--- config.mk ---
export PLATFORM = sky130hd
export DESIGN_NAME = uart_rx_fifo
export DESIGN_NICKNAME = d
export VERILOG_FILES = /design/src/rtl/uart_pkg.sv /design/src/rtl/uart_sync_fifo.sv /design/src/rtl/uart_rx_fifo.sv
export SDC_FILE = /design/constraint.sdc
export NUM_CORES = 1
export LEC_CHECK = 0
export CORE_AREA = 2 2 92 94
export CTS_CLUSTER_DIAMETER = 80
export DETAILED_ROUTE_END_ITERATION = 7
export DIE_AREA = 0 0 94 96
export MAX_ROUTING_LAYER = met4
export PLACE_DENSITY = 0.72
export SETUP_SLACK_MARGIN = 0.4
export SLEW_MARGIN = 20
export SYNTH_ARGS = -nofsm -noshare
export SYNTH_HDL_FRONTEND = slang
export SYNTH_SLANG_ARGS = --single-unit
--- constraint.sdc ---
create_clock -name clk -period 2.2 [get_ports clk]
set_input_delay 0.22 -clock clk [delete_from_list [all_inputs] [get_ports clk]]
set_output_delay 0.22 -clock clk [all_outputs]
set_load 0.02 [all_outputs]
--- src/rtl/uart_pkg.sv ---
// Shared UART types and constants used by the receive-side buffering logic.
package uart_pkg;

  typedef logic [7:0] byte_t;

  localparam byte_t ERR_COUNT_MAX      = 8'd255;
  localparam int    FIFO_DEPTH_DEFAULT = 8;

endpackage

--- src/rtl/uart_sync_fifo.sv ---
// Generic DEPTH x 8 synchronous FIFO with a combinational head read and a
// drop pulse when a write arrives while full and no read frees a slot.
module uart_sync_fifo
  import uart_pkg::*;
#(
  parameter int DEPTH = FIFO_DEPTH_DEFAULT,
  localparam int AW   = $clog2(DEPTH)
) (
  input  logic          clk,
  input  logic          nReset,
  input  logic          i_push,
  input  byte_t         i_data,
  input  logic          i_pop,
  output byte_t         o_data,
  output logic          o_valid,
  output logic [AW:0]   o_count,
  output logic          o_full,
  output logic          o_drop
);

  byte_t         r_mem [DEPTH];
  logic [AW-1:0] r_wr_ptr;
  logic [AW-1:0] r_rd_ptr;
  logic [AW:0]   r_count;

  logic w_full;
  logic w_pop;
  logic w_wr;

  assign w_full = (r_count == (AW+1)'(DEPTH));
  assign w_pop  = i_pop && (r_count != '0);
  // A pop in the same clk frees the slot, so a full FIFO can still accept.
  assign w_wr   = i_push && (!w_full || w_pop);

  // NOTE: storage is reset here because the head byte is visible on o_data
  // and must read as zero straight out of reset.
  always_ff @(posedge clk or negedge nReset) begin
    if (!nReset) begin
      for (int i = 0; i < DEPTH; i++) r_mem[i] <= '0;
    end else if (w_wr) begin
      r_mem[r_wr_ptr] <= i_data;
    end
  end

  // NOTE: non-blocking assignments keep every register updating from the
  // pre-edge values, so pointer and count updates never race each other.
  always_ff @(posedge clk or negedge nReset) begin
    if (!nReset) begin
      r_wr_ptr <= '0;
      r_rd_ptr <= '0;
      r_count  <= '0;
    end else begin
      if (w_wr)  r_wr_ptr <= r_wr_ptr + AW'(1);
      if (w_pop) r_rd_ptr <= r_rd_ptr + AW'(1);
      unique case ({w_wr, w_pop})
        2'b10:   r_count <= r_count + (AW+1)'(1);
        2'b01:   r_count <= r_count - (AW+1)'(1);
        default: r_count <= r_count;
      endcase
    end
  end

  assign o_data  = r_mem[r_rd_ptr];
  assign o_valid = (r_count != '0);
  assign o_count = r_count;
  assign o_full  = w_full;
  assign o_drop  = i_push && w_full && !w_pop;

endmodule

--- src/rtl/uart_rx_fifo.sv ---
// Receive buffer behind the UART receiver: edge-detects byte-complete and
// error levels, queues bytes, and keeps sticky overrun/framing status.
module uart_rx_fifo
  import uart_pkg::*;
#(
  parameter int Depth = FIFO_DEPTH_DEFAULT
) (
  input  logic                   clk,
  input  logic                   nReset,
  input  byte_t                  rxData,
  input  logic                   rxDone,
  input  logic                   rxErr,
  output byte_t                  outData,
  output logic                   outValid,
  input  logic                   outReady,
  output logic [$clog2(Depth):0] count,
  output logic                   full,
  output logic                   overrun,
  output logic                   frameErr,
  output byte_t                  errCount,
  input  logic                   clearFlags
);

  logic  r_done_prev;
  logic  r_err_prev;
  logic  r_overrun;
  logic  r_frame_err;
  byte_t r_err_count;

  logic  w_push;
  logic  w_err_ev;
  logic  w_drop;

  // Level inputs become single-clk events; a level high at reset release
  // counts as an edge because the history registers reset to 0.
  assign w_push   = rxDone && !r_done_prev;
  assign w_err_ev = rxErr && !r_err_prev;

  uart_sync_fifo #(.DEPTH(Depth)) u_fifo (
    .clk     (clk),
    .nReset  (nReset),
    .i_push  (w_push),
    .i_data  (rxData),
    .i_pop   (outReady),
    .o_data  (outData),
    .o_valid (outValid),
    .o_count (count),
    .o_full  (full),
    .o_drop  (w_drop)
  );

  // Set events take priority over clearFlags in the same clk.
  always_ff @(posedge clk or negedge nReset) begin
    if (!nReset) begin
      r_done_prev <= 1'b0;
      r_err_prev  <= 1'b0;
      r_overrun   <= 1'b0;
      r_frame_err <= 1'b0;
      r_err_count <= '0;
    end else begin
      r_done_prev <= rxDone;
      r_err_prev  <= rxErr;

      if (w_drop)          r_overrun <= 1'b1;
      else if (clearFlags) r_overrun <= 1'b0;

      if (w_err_ev) begin
        r_frame_err <= 1'b1;
        if (clearFlags)                        r_err_count <= 8'd1;
        else if (r_err_count != ERR_COUNT_MAX) r_err_count <= r_err_count + 8'd1;
      end else if (clearFlags) begin
        r_frame_err <= 1'b0;
        r_err_count <= '0;
      end
    end
  end

  assign overrun  = r_overrun;
  assign frameErr = r_frame_err;
  assign errCount = r_err_count;

endmodule

### Word-level counts from Yosys, hierarchy flattened

Index checks and enable logic that the tools add are counted.

| word-level totals | value |
|---|---|
| output and inout bits | 24 |
| register bits after elaboration | 86 |

| operators by class | value |
|---|---|
| equal/unequal tests | 4 |
| add/sub/neg operators | 5 |
| order comparisons | 3 |
| reductions and logical operators | 18 |
| bitwise gates (word level) | 2 |
| multiplexer cells | 14 |

Operator list:

| cell | count |
|---|---|
| 64-bit bitwise mux | 1 |
| 8-bit 2-to-1 mux | 7 |
| 8-bit binary-select mux with 3-bit select | 1 |
| 8-bit demux with 3-bit select | 1 |
| 8-bit by 1-bit adder with 8-bit output (second input constant) | 1 |
| 4-bit greater-or-equal comparator (second input constant) | 2 |
| 8-bit inequality test (second input constant) | 1 |
| 3-bit inverter with 4-bit output | 2 |
| 4-bit case mux with 2 select lines | 1 |
| 2-bit nonzero test | 4 |
| 1-bit logical AND | 7 |
| 3-bit by 1-bit adder with 3-bit output (second input constant) | 2 |
| 4-bit by 1-bit adder with 4-bit output (second input constant) | 1 |
| 4-bit equality test (second input constant) | 1 |
| 1-bit zero test | 4 |
| 4-bit by 1-bit < comparator with 1-bit output (second input constant) | 1 |
| 4-bit nonzero test | 1 |
| 4-bit by 1-bit subtractor with 4-bit output (second input constant) | 1 |
| 1-bit 2-to-1 mux | 3 |
| 2-bit by 1-bit equality test with 1-bit output (second input constant) | 1 |
| 2-bit equality test (second input constant) | 1 |
| 2-bit AND reduction | 1 |
| 1-bit logical OR | 1 |

### Longest topological paths before layout

| depth | value |
|---|---|
| depth after elaboration | 6 |
| mapped depth | 11 |
| gate-level depth less buffers | 11 |

### Cells and area by module

Synthesis repeated with hierarchy kept, for this count alone.

| unflattened totals | value |
|---|---|
| cell total of the unflattened synthesis | 275 |
| area, all modules | 4,105.2 um2 |

Modules (own cells, without submodules):

| module | cells an instance | area an instance (um2) | sequential area each (um2) | instances |
|---|---|---|---|---|
| uart_sync_fifo | 219 | 3,490.8 | 1,851.8 | 1 |
| uart_rx_fifo | 56 | 614.3 | 300.3 | 1 |

### Worst setup path after synthesis

No wires, ideal clock.

| path | value |
|---|---|
| path type | reg2reg |
| from | register u_fifo.r_count[0] (netlist: u_fifo.o_count[0]) |
| to | register u_fifo.r_count[2] (netlist: u_fifo.o_count[2]) |
| path slack | -0.470 ns |
| period minus slack after synthesis | 2.670 ns |
| path buffers | 0 |
| setup time | 0.135 ns |
| arrival | 2.535 ns |
| data required time | 2.065 ns |
| cell stages (with the launch flop) | 12 |
| cell sequence | dfrtp_1 -> or4b_4 -> inv_1 -> nand2b_1 -> nand2_1 -> ha_1 -> xor2_1 -> ha_1 -> a21oi_1 -> xor2_1 -> nor2_1 -> xor2_1 |

| between the ends | value |
|---|---|
| longest elaborated chain between the ends | 6 |
| elaborated cells on any way between the ends | 12 |
| classes of those cells | add/sub (2); eq/ne (3); mux (1); reduce/logical (6) |

RTL lines:

| item | RTL line | RTL |
|---|---|---|
| start: declaration | uart_sync_fifo.sv:24 | `logic [AW:0] r_count;` |
| start signal: assignment | uart_sync_fifo.sv:56 | `2'b10: r_count <= r_count + (AW+1)'(1);` |
| start signal: assignment | uart_sync_fifo.sv:57 | `2'b01: r_count <= r_count - (AW+1)'(1);` |
| start signal: assignment | uart_sync_fifo.sv:58 | `default: r_count <= r_count;` |
| 4-bit equality test * | uart_sync_fifo.sv:30 | `assign w_full = (r_count == (AW+1)'(DEPTH));` |
| net full | uart_rx_fifo.sv:17 | `output logic full,` |
| 1-bit zero test * | uart_sync_fifo.sv:33 | `assign w_wr = i_push && (!w_full \|\| w_pop);` |
| 1-bit logical OR * | uart_sync_fifo.sv:33 |  |
| 1-bit logical AND * | uart_sync_fifo.sv:33 |  |
| 2-bit by 1-bit equality test with 1-bit output / 2-bit equality test (equally long branches) | uart_sync_fifo.sv:55 | `unique case ({w_wr, w_pop})` |
| 4-bit case mux with 2 select lines / 2-bit nonzero test (equally long branches) | - |  |

The timed path passes the listed nets; every way through them passes the cells marked *.
A chain may end at the register's enable or synchronous reset.

### Worst setup path in the final report

| path | value |
|---|---|
| from | register u_fifo.r_count[1] (netlist: u_fifo.o_count[1]) |
| to | register u_fifo.r_count[2] (netlist: u_fifo.o_count[2]) |

| between the ends | value |
|---|---|
| longest elaborated chain between the ends | 6 |
| elaborated cells on any way between the ends | 12 |
| classes of those cells | add/sub (2); eq/ne (3); mux (1); reduce/logical (6) |

RTL lines:

| item | RTL line |
|---|---|
| 4-bit equality test / 4-bit nonzero test (equally long branches) | uart_sync_fifo.sv:30, uart_sync_fifo.sv:31 |
| 1-bit zero test / 1-bit logical AND (equally long branches) | uart_sync_fifo.sv:33, uart_sync_fifo.sv:31 |
| 1-bit logical OR | uart_sync_fifo.sv:33 |
| 1-bit logical AND | uart_sync_fifo.sv:33 |
| 2-bit by 1-bit equality test with 1-bit output / 2-bit equality test (equally long branches) | uart_sync_fifo.sv:55 |
| 4-bit case mux with 2 select lines / 2-bit nonzero test (equally long branches) | - |

Parallel ways exist; a longest one is shown, timed or not.

==> out/qor.txt <==
r2r startpoint -> u_fifo.o_count[1]
Syn Area/Cell -> 14.7 sq um
most frequent cells in the layout -> dfrtp_1, mux2_4, mux2_2, buf_4, clkdlybuf4s50_1
Pre-antenna DRT Iters -> 4
EDFF count, synth -> 0
total chip power -> 0.00762 W
CTS clk-pin slew, worst paths -> 80 ps
status -> finished, violations left
Area contributors post-synth -> dfrtp_1, mux2_2, mux4_2
CTS Root Cell -> clkbuf_8
Sink Count -> 86
Iter 0 DRT Violations -> 79
instance area at placement -> 4810 sq um
Cell Rows -> 33
Non-Filler Instances -> 462
initial antenna violation count -> 0
global-route wire length before repair -> 13.5 mm
number of buffers added on ports -> 37
Post-Syn Area -> 4090 sq um
routed via count -> 2580
final critical-path share of the clock period -> 102%
RSZ-0062 raised after global routing -> true
Final Hold Viols -> 0
Worst-Skew Late Latency -> 350 ps
Die ar. -> 9020 sq um
register bit total from synthesis -> 86
met3 usage -> 2.82%
drt wl/cell -> 18.0 um
Slew Limit Fails -> 0
final WL -> 8.33 mm
Final Worst Setup Slack -> -33.7 ps
Area Overhead vs Synth -> 31.3%
share of cells above drive strength 1 -> 49.9%
max-capacitance violation count -> 0
Crit Reg-Reg Endpoint -> u_fifo.o_count[2]
Post-Syn Instances -> 277
placer congestion estimate -> 0.826
post-DP HPWL -> 5.28 mm
largest net degree at the start of global routing -> 60
Setup Crit Path Kind -> flop to flop
Pleak -> 2.36 nW
Yosys warnings -> 0
async set or reset register ratio after synthesis -> 100%
largest area contributor in the netlist -> dfrtp_1
final setup vio count -> 4
antenna-violating nets left -> 0
Starting Density -> 50.7%
Synth Flop Type -> dfrtp_1
f_max -> 448 MHz
grt total ovfl -> 0
Final min period -> 2230 ps
final instance area -> 5360 sq um
M1 GR Usage -> 28.7%
Netlist cell types -> 46
WP data arrival -> 2510 ps
Setup crit end kind -> flop
Max FO, Critical Path -> 3
worst-margin pin slew -> 468 ps
total track usage -> 20.6%
failing checks -> setup timing
# DRC -> 0
ant diodes -> 0
Most Used Layer, Global Route -> met2
Critical Path Source Type -> flop
placed cells -> 431
relative slew slack -> 68.7%
Core ar. -> 8050 sq um
H-Tree Depth -> 3
Synth top area share -> 52.7%
chip height -> 96 um
GR met2 Demand/Resource -> 31.0%
Post-Route Utilization -> 66.6%
final clock skew -> 8.31 ps
WP data required -> 2470 ps
P per Cell Area -> 1420 nW/um^2
R2R setup slack -> -30 ps
Layout Nets -> 372
register area share after synthesis -> 52.7%
commonest non-fill, non-tap cell in the layout -> dfrtp_1
maximum root-to-sink buffer count -> 2
Hold WC Path Type -> input port to asynchronous set/reset pin
TritonCTS buffer count -> 9
VDD IR max -> 0.712 mV
r2r worst-path depth -> 11
DR vias/cell -> 5.58
post-synth net total -> 297
I/O pins -> 38
TritonCTS clock tree -> built
vias in the first global route -> 2597
die extent in x -> 94 um
-- through the flow --
stage               worst slack [ps]  TNS (ps)  hold WS [ps]
finish                         -33.7     -69.1           350
global route                    -115      -534           358
CTS                            -32.9     -39.0           326
detailed placement             -46.6      -332           172
global placement                13.9         0           167
floorplan                       -112      -196         -75.6
-- timing repair --
| action | CTS | global route |
|---|---|---|
| setup buffers | 9 | 4 |
| gates cloned | 1 | 0 |
| hold endpoints to repair | 27 | 0 |
| hold buffers | 1 | 0 |
| endpoints found under the setup margin | 78 | 80 |
| pin swaps | 7 | 13 |
| gates resized for setup | 94 | 8 |
-- area by class of cell --
| class | count | area [sq um] |
|---|---|---|
| fillers | 581 | 2690 |
| flip-flops and latches | 86 | 2160 |
| multi-input cells | 174 | 2060 |
| repair buffers | 75 | 762 |
| clock buffers | 10 | 138 |
| well taps | 105 | 131 |
| clock inverters | 6 | 92.6 |
| inverters | 6 | 27.5 |
-- cells by family after synthesis --
logic type | count (synthesis) | synth area share [%]
mux | 94 | 31.0
simple gates | 50 | 7.96
flops | 86 | 52.7
xor+xnor | 11 | 2.36
buf+inv | 17 | 2.08
compound gates | 13 | 2.11
fa+ha+maj | 6 | 1.84
-- worst max-delay path by stage --
stage,startpoint,end,cells past startpoint
after floorplan,u_fifo.o_count[1],u_fifo.o_count[2],11
after global placement,u_fifo.o_count[1],u_fifo.o_count[2],11
after detailed placement,rxDone,u_fifo.r_mem[23],6
after CTS,u_fifo.o_count[0],u_fifo.o_count[2],11
after global routing,u_fifo.o_count[1],u_fifo.o_count[2],11
final,u_fifo.o_count[1],u_fifo.o_count[2],11
-- metal layers --
layer,share of wire (%),wire [um]
met5,0,0
met4,1.0,85
met3,1.8,148
met2,49,4080
met1,48,4020
-- power by group --
part / switching (W) / internal (W) / total, W
sequential: 0.000435 / 0.00226 / 0.00270
combinational: 0.00137 / 0.00231 / 0.00368
clock: 0.000567 / 0.000678 / 0.00124
total: 0.00238 / 0.00525 / 0.00762
-- critical path, cell delays in order, from the launching register on --
cell and delay (ps):
dfrtp_2 420, or4b_4 570, clkinv_4 80, nand2b_4 60, nand2_4 90, ha_4 140, xor2_1 160, ha_2 190
a21oi_2 30, xor2_1 140, nor2_1 130, xor2_1 160
-- synthesized netlist by cell type, drive strengths merged, types with 4 or more instances --
master / instances
a21oi: 4
inv: 6
ha: 6
mux4: 16
xor2: 5
xnor2: 6
nor2: 11
o21ai: 5
mux2: 75
buf: 8
nor3: 4
nand2: 4
dfrtp: 86
nand3: 6
-- state kept, by name (all words and copies together) (netlist names) --
signal           cells
frameErr             1
errCount             8
r_err_prev           1
u_fifo.r_rd_ptr      3
overrun              1
u_fifo.r_wr_ptr      3
u_fifo.o_count       4
u_fifo.r_mem        64
r_done_prev          1
Power figures use the tool's default switching activity.
